### src/rtl/spi_flash_responder.sv
`default_nettype none
`timescale 1ns/1ps
// +----------------------------------------------------------------------------+
// | spi_flash_responder                                                        |
// | SPI mode-0 flash emulator: READ (0x03), JEDEC ID (0x9F), STATUS (0x05),    |
// | with one-byte prefetch buffer in front of a request/valid backing store.   |
// | Revision: 1.0                                                              |
// +----------------------------------------------------------------------------+
module spi_flash_responder #(
    parameter logic [23:0] JEDEC_ID = 24'hEF4017,
    parameter int          MEM_AW   = 23
) (
    input  logic              clk,
    input  logic              rst,
    input  logic              sck,
    input  logic              mosi,
    input  logic              cs_n,
    output logic              miso,
    output logic              miso_oe,
    output logic [MEM_AW-1:0] mem_addr,
    output logic              mem_rd,
    input  logic              mem_busy,
    input  logic [7:0]        mem_data,
    input  logic              mem_valid,
    output logic              underrun
);

    typedef enum logic [2:0] {
        IDLE   = 3'd0,
        CMD    = 3'd1,
        ADDR   = 3'd2,
        READ   = 3'd3,
        ID     = 3'd4,
        STATUS = 3'd5,
        IGNORE = 3'd6
    } state_t;

    state_t r_state;
    state_t w_state_next;

    logic r_sck_meta, r_sck_sync, r_sck_dly;
    logic r_mosi_meta, r_mosi_sync;
    logic r_cs_meta, r_cs_sync;

    logic [23:0]       r_shift_in;
    logic [4:0]        r_bit_cnt;
    logic [23:0]       r_addr;
    logic [7:0]        r_shift_out;
    logic [2:0]        r_out_cnt;
    logic [1:0]        r_id_idx;
    logic [7:0]        r_buf;
    logic              r_buf_valid;
    logic              r_mem_rd;
    logic [MEM_AW-1:0] r_mem_addr;
    logic              r_outstanding;
    logic              r_discard;
    logic              r_underrun;

    logic        w_rise, w_fall;
    logic [23:0] w_shift_next;
    logic        w_cmd_done, w_addr_done;
    logic        w_tx, w_boundary, w_skip;
    logic        w_in_flight, w_issue;
    logic [7:0]  w_load_byte;

    always_ff @(posedge clk) begin
        if (rst) begin
            r_sck_meta  <= 1'b0;
            r_sck_sync  <= 1'b0;
            r_sck_dly   <= 1'b0;
            r_mosi_meta <= 1'b0;
            r_mosi_sync <= 1'b0;
            r_cs_meta   <= 1'b0;
            r_cs_sync   <= 1'b0;
        end else begin
            r_sck_meta  <= sck;
            r_sck_sync  <= r_sck_meta;
            r_sck_dly   <= r_sck_sync;
            r_mosi_meta <= mosi;
            r_mosi_sync <= r_mosi_meta;
            r_cs_meta   <= cs_n;
            r_cs_sync   <= r_cs_meta;
        end
    end

    // sck edges only count while the synchronized chip select is asserted
    assign w_rise       = ~r_cs_sync & r_sck_sync & ~r_sck_dly;
    assign w_fall       = ~r_cs_sync & ~r_sck_sync & r_sck_dly;
    assign w_shift_next = {r_shift_in[22:0], r_mosi_sync};
    assign w_cmd_done   = (r_state == CMD) && w_rise && (r_bit_cnt == 5'd7);
    assign w_addr_done  = (r_state == ADDR) && w_rise && (r_bit_cnt == 5'd23);
    assign w_tx         = (r_state == READ) || (r_state == ID) || (r_state == STATUS);
    assign w_boundary   = w_tx && w_fall && (r_out_cnt == 3'd0);
    assign w_skip       = w_boundary && (r_state == READ) && !r_buf_valid;
    assign w_in_flight  = r_mem_rd | r_outstanding;
    assign w_issue      = (r_state == READ) && !r_cs_sync && !r_buf_valid && !w_in_flight && !w_fall;

    always_ff @(posedge clk) begin
        if (rst) begin
            r_state <= IDLE;
        end else begin
            r_state <= w_state_next;
        end
    end

    always_comb begin
        w_state_next = r_state;
        if (r_cs_sync) begin
            w_state_next = IDLE;
        end else begin
            case (r_state)
                IDLE: w_state_next = CMD;
                CMD: begin
                    if (w_cmd_done) begin
                        case (w_shift_next[7:0])
                            8'h03:   w_state_next = ADDR;
                            8'h9F:   w_state_next = ID;
                            8'h05:   w_state_next = STATUS;
                            default: w_state_next = IGNORE;
                        endcase
                    end
                end
                ADDR: begin
                    if (w_addr_done) begin
                        w_state_next = READ;
                    end
                end
                default: w_state_next = r_state;
            endcase
        end
    end

    always_comb begin
        w_load_byte = 8'hFF;
        case (r_state)
            READ: begin
                if (r_buf_valid) begin
                    w_load_byte = r_buf;
                end
            end
            ID: begin
                case (r_id_idx)
                    2'd0:    w_load_byte = JEDEC_ID[23:16];
                    2'd1:    w_load_byte = JEDEC_ID[15:8];
                    2'd2:    w_load_byte = JEDEC_ID[7:0];
                    default: w_load_byte = 8'hFF;
                endcase
            end
            STATUS:  w_load_byte = 8'h00;
            default: w_load_byte = 8'hFF;
        endcase
    end

    always_ff @(posedge clk) begin
        if (rst) begin
            r_shift_in    <= 24'd0;
            r_bit_cnt     <= 5'd0;
            r_addr        <= 24'd0;
            r_shift_out   <= 8'd0;
            r_out_cnt     <= 3'd0;
            r_id_idx      <= 2'd0;
            r_buf         <= 8'd0;
            r_buf_valid   <= 1'b0;
            r_mem_rd      <= 1'b0;
            r_mem_addr    <= '0;
            r_outstanding <= 1'b0;
            r_discard     <= 1'b0;
            r_underrun    <= 1'b0;
        end else begin
            if (w_rise) begin
                r_shift_in <= w_shift_next;
                if (r_state == CMD) begin
                    r_bit_cnt <= (r_bit_cnt == 5'd7) ? 5'd0 : r_bit_cnt + 5'd1;
                end else if (r_state == ADDR) begin
                    r_bit_cnt <= (r_bit_cnt == 5'd23) ? 5'd0 : r_bit_cnt + 5'd1;
                end
            end

            if (w_addr_done) begin
                r_addr <= w_shift_next;
            end

            if (w_tx && w_fall) begin
                r_out_cnt <= r_out_cnt + 3'd1;
                if (r_out_cnt == 3'd0) begin
                    r_shift_out <= w_load_byte;
                    if ((r_state == ID) && (r_id_idx != 2'd3)) begin
                        r_id_idx <= r_id_idx + 2'd1;
                    end
                    // a missed byte still consumes its address
                    if (r_state == READ) begin
                        r_addr      <= r_addr + 24'd1;
                        r_buf_valid <= 1'b0;
                    end
                end else begin
                    r_shift_out <= {r_shift_out[6:0], 1'b0};
                end
            end

            if (w_skip) begin
                r_underrun <= 1'b1;
            end

            if (r_mem_rd && !mem_busy) begin
                r_mem_rd      <= 1'b0;
                r_outstanding <= 1'b1;
            end

            // stale fetches run to completion and are dropped on arrival
            if (r_outstanding && mem_valid) begin
                r_outstanding <= 1'b0;
                r_discard     <= 1'b0;
                if (!r_discard && !w_skip && !r_cs_sync && (r_state == READ)) begin
                    r_buf       <= mem_data;
                    r_buf_valid <= 1'b1;
                end
            end else if ((w_skip || r_cs_sync) && w_in_flight) begin
                r_discard <= 1'b1;
            end

            if (w_issue) begin
                r_mem_rd   <= 1'b1;
                r_mem_addr <= r_addr[MEM_AW-1:0];
            end

            if (r_cs_sync) begin
                r_bit_cnt   <= 5'd0;
                r_out_cnt   <= 3'd0;
                r_id_idx    <= 2'd0;
                r_shift_out <= 8'd0;
                r_buf_valid <= 1'b0;
            end
        end
    end

    assign miso_oe  = w_tx & ~r_cs_sync;
    assign miso     = miso_oe & r_shift_out[7];
    assign mem_addr = r_mem_addr;
    assign mem_rd   = r_mem_rd;
    assign underrun = r_underrun;

endmodule
`default_nettype wire

### config.mk
export PLATFORM = sky130hd
export DESIGN_NAME = spi_flash_responder
export DESIGN_NICKNAME = d
export VERILOG_FILES = /design/src/rtl/spi_flash_responder.sv
export SDC_FILE = /design/constraint.sdc
export NUM_CORES = 1
export LEC_CHECK = 0
export CAP_MARGIN = 20
export CORE_MARGIN = 10
export CORE_UTILIZATION = 62
export DETAILED_ROUTE_END_ITERATION = 6
export MAX_ROUTING_LAYER = met4
export PLACE_DENSITY = 0.85
export SYNTH_ARGS = -nofsm -noshare
export SYNTH_HDL_FRONTEND = slang
export SYNTH_SLANG_ARGS = --single-unit
### constraint.sdc
create_clock -name clk -period 4.83 [get_ports clk]
set_clock_uncertainty 0.2 [all_clocks]
set_input_delay 0.483 -clock clk [delete_from_list [all_inputs] [get_ports clk]]
set_output_delay 0.483 -clock clk [all_outputs]
set_load 0.005 [all_outputs]
Yosys cells after proc, flatten, opt, wreduce, memory -nomap -nowiden:

Index checks and enable logic that the tools add are counted.

* flip-flop bits (word level): 111
* input bits: 15
* word-level logic and storage cells: 114

* add/sub/neg operators: 4
* equality and inequality tests: 15
* mux-type cells: 23
* bitwise operators: 10
* reduce and logical (&&, ||, !) cells: 41

Operators with widths (count)
* 24-bit 2-to-1 mux: 4
* 8-bit one-hot mux with 3 select lines: 2
* 24-bit by 1-bit adder with 24-bit output (second input constant): 1
* 5-bit 2-to-1 mux: 4
* 1-bit logical AND: 19
* 3-bit one-hot mux with 3 select lines: 2
* 8-bit 2-to-1 mux: 2
* 8-bit by 2-bit == test with 1-bit output (second input constant): 1
* 8-bit by 3-bit == test with 1-bit output (second input constant): 1
* 8-bit == test (second input constant): 1
* 1-bit logical NOT: 7
* 1-bit 2-to-1 mux: 7
* 1-bit AND: 6
* 3-bit by 2-bit == test with 1-bit output (second input constant): 2
* 3-bit == test (second input constant): 2
* 3-bit logical NOT: 2
* 3-bit 2-to-1 mux: 2
* 2-bit != test (second input constant): 3
* 3-bit AND reduction: 2
* 5-bit by 1-bit adder with 5-bit output (second input constant): 1
* 5-bit by 3-bit == test with 1-bit output (second input constant): 1
* 5-bit == test (second input constant): 1
* 2-bit AND reduction: 2
* 2-bit nonzero test: 2
* 11 further kinds: 16

Longest topological paths before layout:

* depth in word-level cells: 13
* mapped depth: 10
* depth with buffers taken out: 7

Least setup slack after synthesis:

Ideal clock, no wire load.

* path kind: flip-flop to flip-flop
* from: reg r_out_cnt[0]
* to: reg r_addr[4]
* library setup time: 0.070 ns
* arrival: 1.872 ns
* required time: 4.560 ns
* setup slack: 2.688 ns
* cell stages (with the launch flop): 11
* buffers on the path: 3
* period minus slack after synthesis: 2.142 ns
* cells stage by stage: dfxtp_1 > inv_1 > ha_1 > nand2b_1 > clkbuf_1 > or4_1 > buf_2 > buf_2 > nor3_1 > a21oi_1 > a21oi_1

* word-level cells in the longest chain between the ends: 3

Ends and longest elaborated chain
* start, declared: line 49 `logic [2:0] r_out_cnt;`
* start signal, assigned: line 184 `r_out_cnt <= r_out_cnt + 3'd1;`
* 3-bit logical NOT: line 185 `if (r_out_cnt == 3'd0) begin`
* 24-bit 2-to-1 mux: line 185
* 24-bit 2-to-1 mux: line 183 `if (w_tx && w_fall) begin`
* end signal, assigned: line 180 `r_addr <= w_shift_next;`
* end signal, assigned: line 192 `r_addr <= r_addr + 24'd1;`
* end, declared: line 47 `logic [23:0] r_addr;`

Every way passes these cells.
A chain may end at the register's enable or synchronous reset.

Worst setup path after layout:

* from: reg r_state[1]
* to: out miso

* word-level cells in the longest chain between the ends: 5
* elaborated cells on any way between the ends: 7

Ends and longest elaborated chain
* start, declared: line 38 `state_t r_state;`
* start signal, assigned: line 102 `r_state <= w_state_next;`
* 3-bit by 2-bit == test with 1-bit output / 3-bit == test (equally long branches): line 92 `assign w_tx = (r_state == READ) || (r_state == ID) || (r_state == STATUS);`
* 1-bit logical OR: line 92
* 1-bit logical OR *: line 92
* 1-bit AND *: line 236 `assign miso_oe = w_tx & ~r_cs_sync;`
* 1-bit AND *: line 237 `assign miso = miso_oe & r_shift_out[7];`
* end, declared: line 18 `output logic miso,`

Every way passes the cells marked *; elsewhere a longest branch is shown, timed or not.

==> impl_results.md <==
* Worst Setup Start Kind: register
* Post-synthesis compound-gate area fraction at approximately 17%
* Register area at 2180 um^2
* Outcome: finished clean
* Design area at ~5400 um^2
* Largest family of logic cells by synthesized area: simple AND/OR/NAND/NOR gates
* Period utilization at around three fifths
* Required time of the critical path at roughly 4.2 ns
* Routed len/inst at about 16 um
* Diode count at 0
* Synth Area in Simple Gates at a little over a quarter
* Unique masters post-synth at 56
* Worst-path clk slew at around 0.090 ns
* Relative slew margins at between 30% and 40%
* Post-synth top area cell: dfxtp_1
* Synth area leaders: dfxtp_1 46%, nand2_1 9.5%, a21oi_1 7.1%
* Slowest stage delay, CP at 0.55 ns
* DRT Pass-1 Iters at 5
* CP max FO at 10
* Pleak at 0.00184 uW
* Starting DRT DRC Count at about 350
* Seq/Total Area, Yosys at 45.8%
* Share of layout cells above drive strength 1 at 4.76%
* Tot GR Track Use at ~20%
* VDD IR max at about 0.00014 V
* Synth Area in Adders at 2.57%
* Post-Synth XOR/XNOR Area at roughly 1.7%
* Synth Flop Type: dfxtp_1
* Min-Delay Path Class: reg2reg
* CP arrival at approximately 2.3 ns
* Sink Count at 109
* EDFF count, synth at 0
* Power per cell area at ~290 nW/um^2
* Die ar. at approximately 12000 um^2
* Drt total wl at approximately 11 mm
* Layout area overhead at 13.3%
* Async S/R FF share, synth at 0%
* CTS tree: done
* Final Critical Period at 2.93 ns
* FMAX at ~0.34 GHz
* H-Tree Level Count at 3
* Die W at around 110 um
* Core ar. at between 7000 and 8000 um^2
* Starting Density at 64.7%
* WS Path Type: reg2out
* Initial antenna violation count at 0
* Root Buffer: clkbuf_8
* Max Root-Sink Buffers at 2
* FP Rows at 31
* Vias in the first global route at around 3800
* Vias post-DR at between 4000 and 5000
* Final-stage net count at 628
* Syn_nets at approximately 610
* Routed Antenna Nets at 0
* TritonCTS Buffers at 9
* Chip height at 108 um
* Syn Inst Count at around 580
* Buf/Inv on CP at 1
* # DRC at 0
* Top delay family on crit path: simple AND/OR/NAND/NOR gates
* Share of the synthesized area in the top cell type at 45.8%
* Post-CTS setup buffer count at 0
* RSZ-0062 raised after global routing: no
* Post-DR vias/cell at ~6
* Multi-input gate area at roughly 2400 um^2
* Dpl hpwl at 7.62 mm
* Worst slew pin tran at between 0.9 and 1 ns
* Max Slew Vio Count at 0
* CTS resizes at 0
* Setup Viol. Count Final at 0
* Worst-skew pair later-pin latency at around 0.38 ns
* Dpl cell area at slightly above 5000 um^2
* Setup TNS at 0 ns
* Cell area after synthesis at 4770 um^2
* First-pass GRT wire length at about 19 mm
* Most Frequent Cell on Critical Path: nor2_1
* Slowest stage cell, crit path: dfxtp_1
* Post-CTS Hold Fix Bufs at 0
* Syn_area_per_cell at around 8.2 um^2
* Post-synthesis mux area share at ~2.3%
* Yosys reg bits at about 110
* # fillers at around 560
* Cell Chain, Critical Path: and3b_1, nor2_1, nor2_1, and2_1, clkdlybuf4s50_1
* Final hold vios at 0
* Largest net degree at the start of global routing at 88
* Total gr overflow at 0
* GP Congestion at about 0.9
* # port buffers at 41
* Synth Warn # at 0
* CP endpoint kind: primary output
* Max Cap Viol at 0
* Ports at 42
final timing paths:
check	endpoint	slack [ns]	depth (start not counted)	start
worst max-delay path	miso	1.90	5	r_state[1]
worst min-delay path	r_sck_sync	0.25	1	r_sck_meta
worst max register to register	r_addr[9]	1.96	7	r_out_cnt[0]
worst min register to register	r_sck_sync	0.25	1	r_sck_meta
sequential cells by signal, indices dropped and copies added, names as in the netlist:
name	cells
mem_addr	23
r_addr	23
r_shift_in	22
r_buf	8
r_shift_out	8
r_bit_cnt	5
r_out_cnt	3
r_state	3
r_id_idx	2
mem_rd	1
r_buf_valid	1
r_cs_meta	1
r_cs_sync	1
r_discard	1
r_mosi_meta	1
r_mosi_sync	1
r_outstanding	1
r_sck_dly	1
r_sck_meta	1
r_sck_sync	1
underrun	1
cells by family (layout without fill, tap and decap cells):
| logic type | count (synthesis) | after routing |
|---|---|---|
| buf+inv | 47 | 72 |
| xor+xnor | 9 | 9 |
| simple gates | 260 | 260 |
| fa+ha+maj | 10 | 10 |
| compound gates | 138 | 138 |
| mux | 11 | 11 |
| flops | 109 | 109 |
power by group:
group	switching (uW)	internal, uW	leakage [uW]
combinational	25.4	16.5	0.000851
sequential	4.12	901	0.000879
clock	307	308	0.000110
layout by cell type (no fill, tap or decap), types with 3 or more instances in the layout:
cell             Yosys  final
a211oi_1             3      3
a21oi_1             68     68
a221o_1              3      3
a22oi_1              5      5
a2bb2oi_1            3      3
a31oi_1              9      9
a32oi_1              4      4
and2_1               3      3
and3_1               3      3
buf_4                1      3
clkbuf_8             0     10
clkdlybuf4s50_1      0     40
dfxtp_1            109    109
ha_1                 9      9
inv_1               12     12
mux2i_1             11     11
nand2_1            121    121
nand2b_1             3      3
nand3_1             14     14
nand4_1             11     11
nand4b_1             5      5
nor2_1              51     51
nor2b_1             11     11
nor3_1               9      9
nor3b_1              5      4
o211ai_1             5      5
o21ai_0             26     26
or3_1                6      6
xnor2_1              6      6
xor2_1               3      3
per-stage QoR:
stage / total power (uW) / util (%) / hold slack, ns / std cells / setup WS, ns
2_1_floorplan: 951 / - / 0.214 / 584 / 2.69
3_3_place_gp: 967 / 70.3 / 0.223 / 692 / 2.12
3_5_place_dp: 968 / 70.3 / 0.227 / 692 / 2.02
4_1_cts: 1560 / 73.3 / 0.249 / 708 / 1.90
5_1_grt: 1610 / 73.3 / 0.268 / 708 / 1.74
6_report: 1560 / 73.3 / 0.247 / 708 / 1.90
synth_stat cells (3+ instances only):
master and count:
nor3b_1 5, nand2b_1 3, xnor2_1 6, or3_1 6, nand3_1 14, nand4b_1 5, a22oi_1 5, a221o_1 3
o211ai_1 5, a2bb2oi_1 3, a21oi_1 68, clkbuf_1 25, and3_1 3, o21ai_0 26, and2_1 3, buf_2 8
nor3_1 9, mux2i_1 11, ha_1 9, a31oi_1 9, dfxtp_1 109, a32oi_1 4, nor2_1 51, nor2b_1 11
nand4_1 11, inv_1 12, nand2_1 121, a211oi_1 3, xor2_1 3
area by class of cell:
class | count | area share [%]
multi-input cells | 428 | 44.4
flip-flops and latches | 109 | 40.4
repair buffers | 44 | 7.92
clock buffers | 11 | 2.62
well taps | 99 | 2.29
clock inverters | 5 | 1.51
inverters | 12 | 0.834
routing by layer:
layer | vias to the layer above | part of all wire [%] | track usage, %
li1 | 2075 | - | -
met1 | 1995 | 46 | 26.2
met2 | 178 | 44 | 29.8
met3 | 29 | 8.6 | 3.89
met4 | 0 | 1.8 | 6.87
met5 | - | 0 | -
Note: power is estimated with default switching activity, not from simulation.
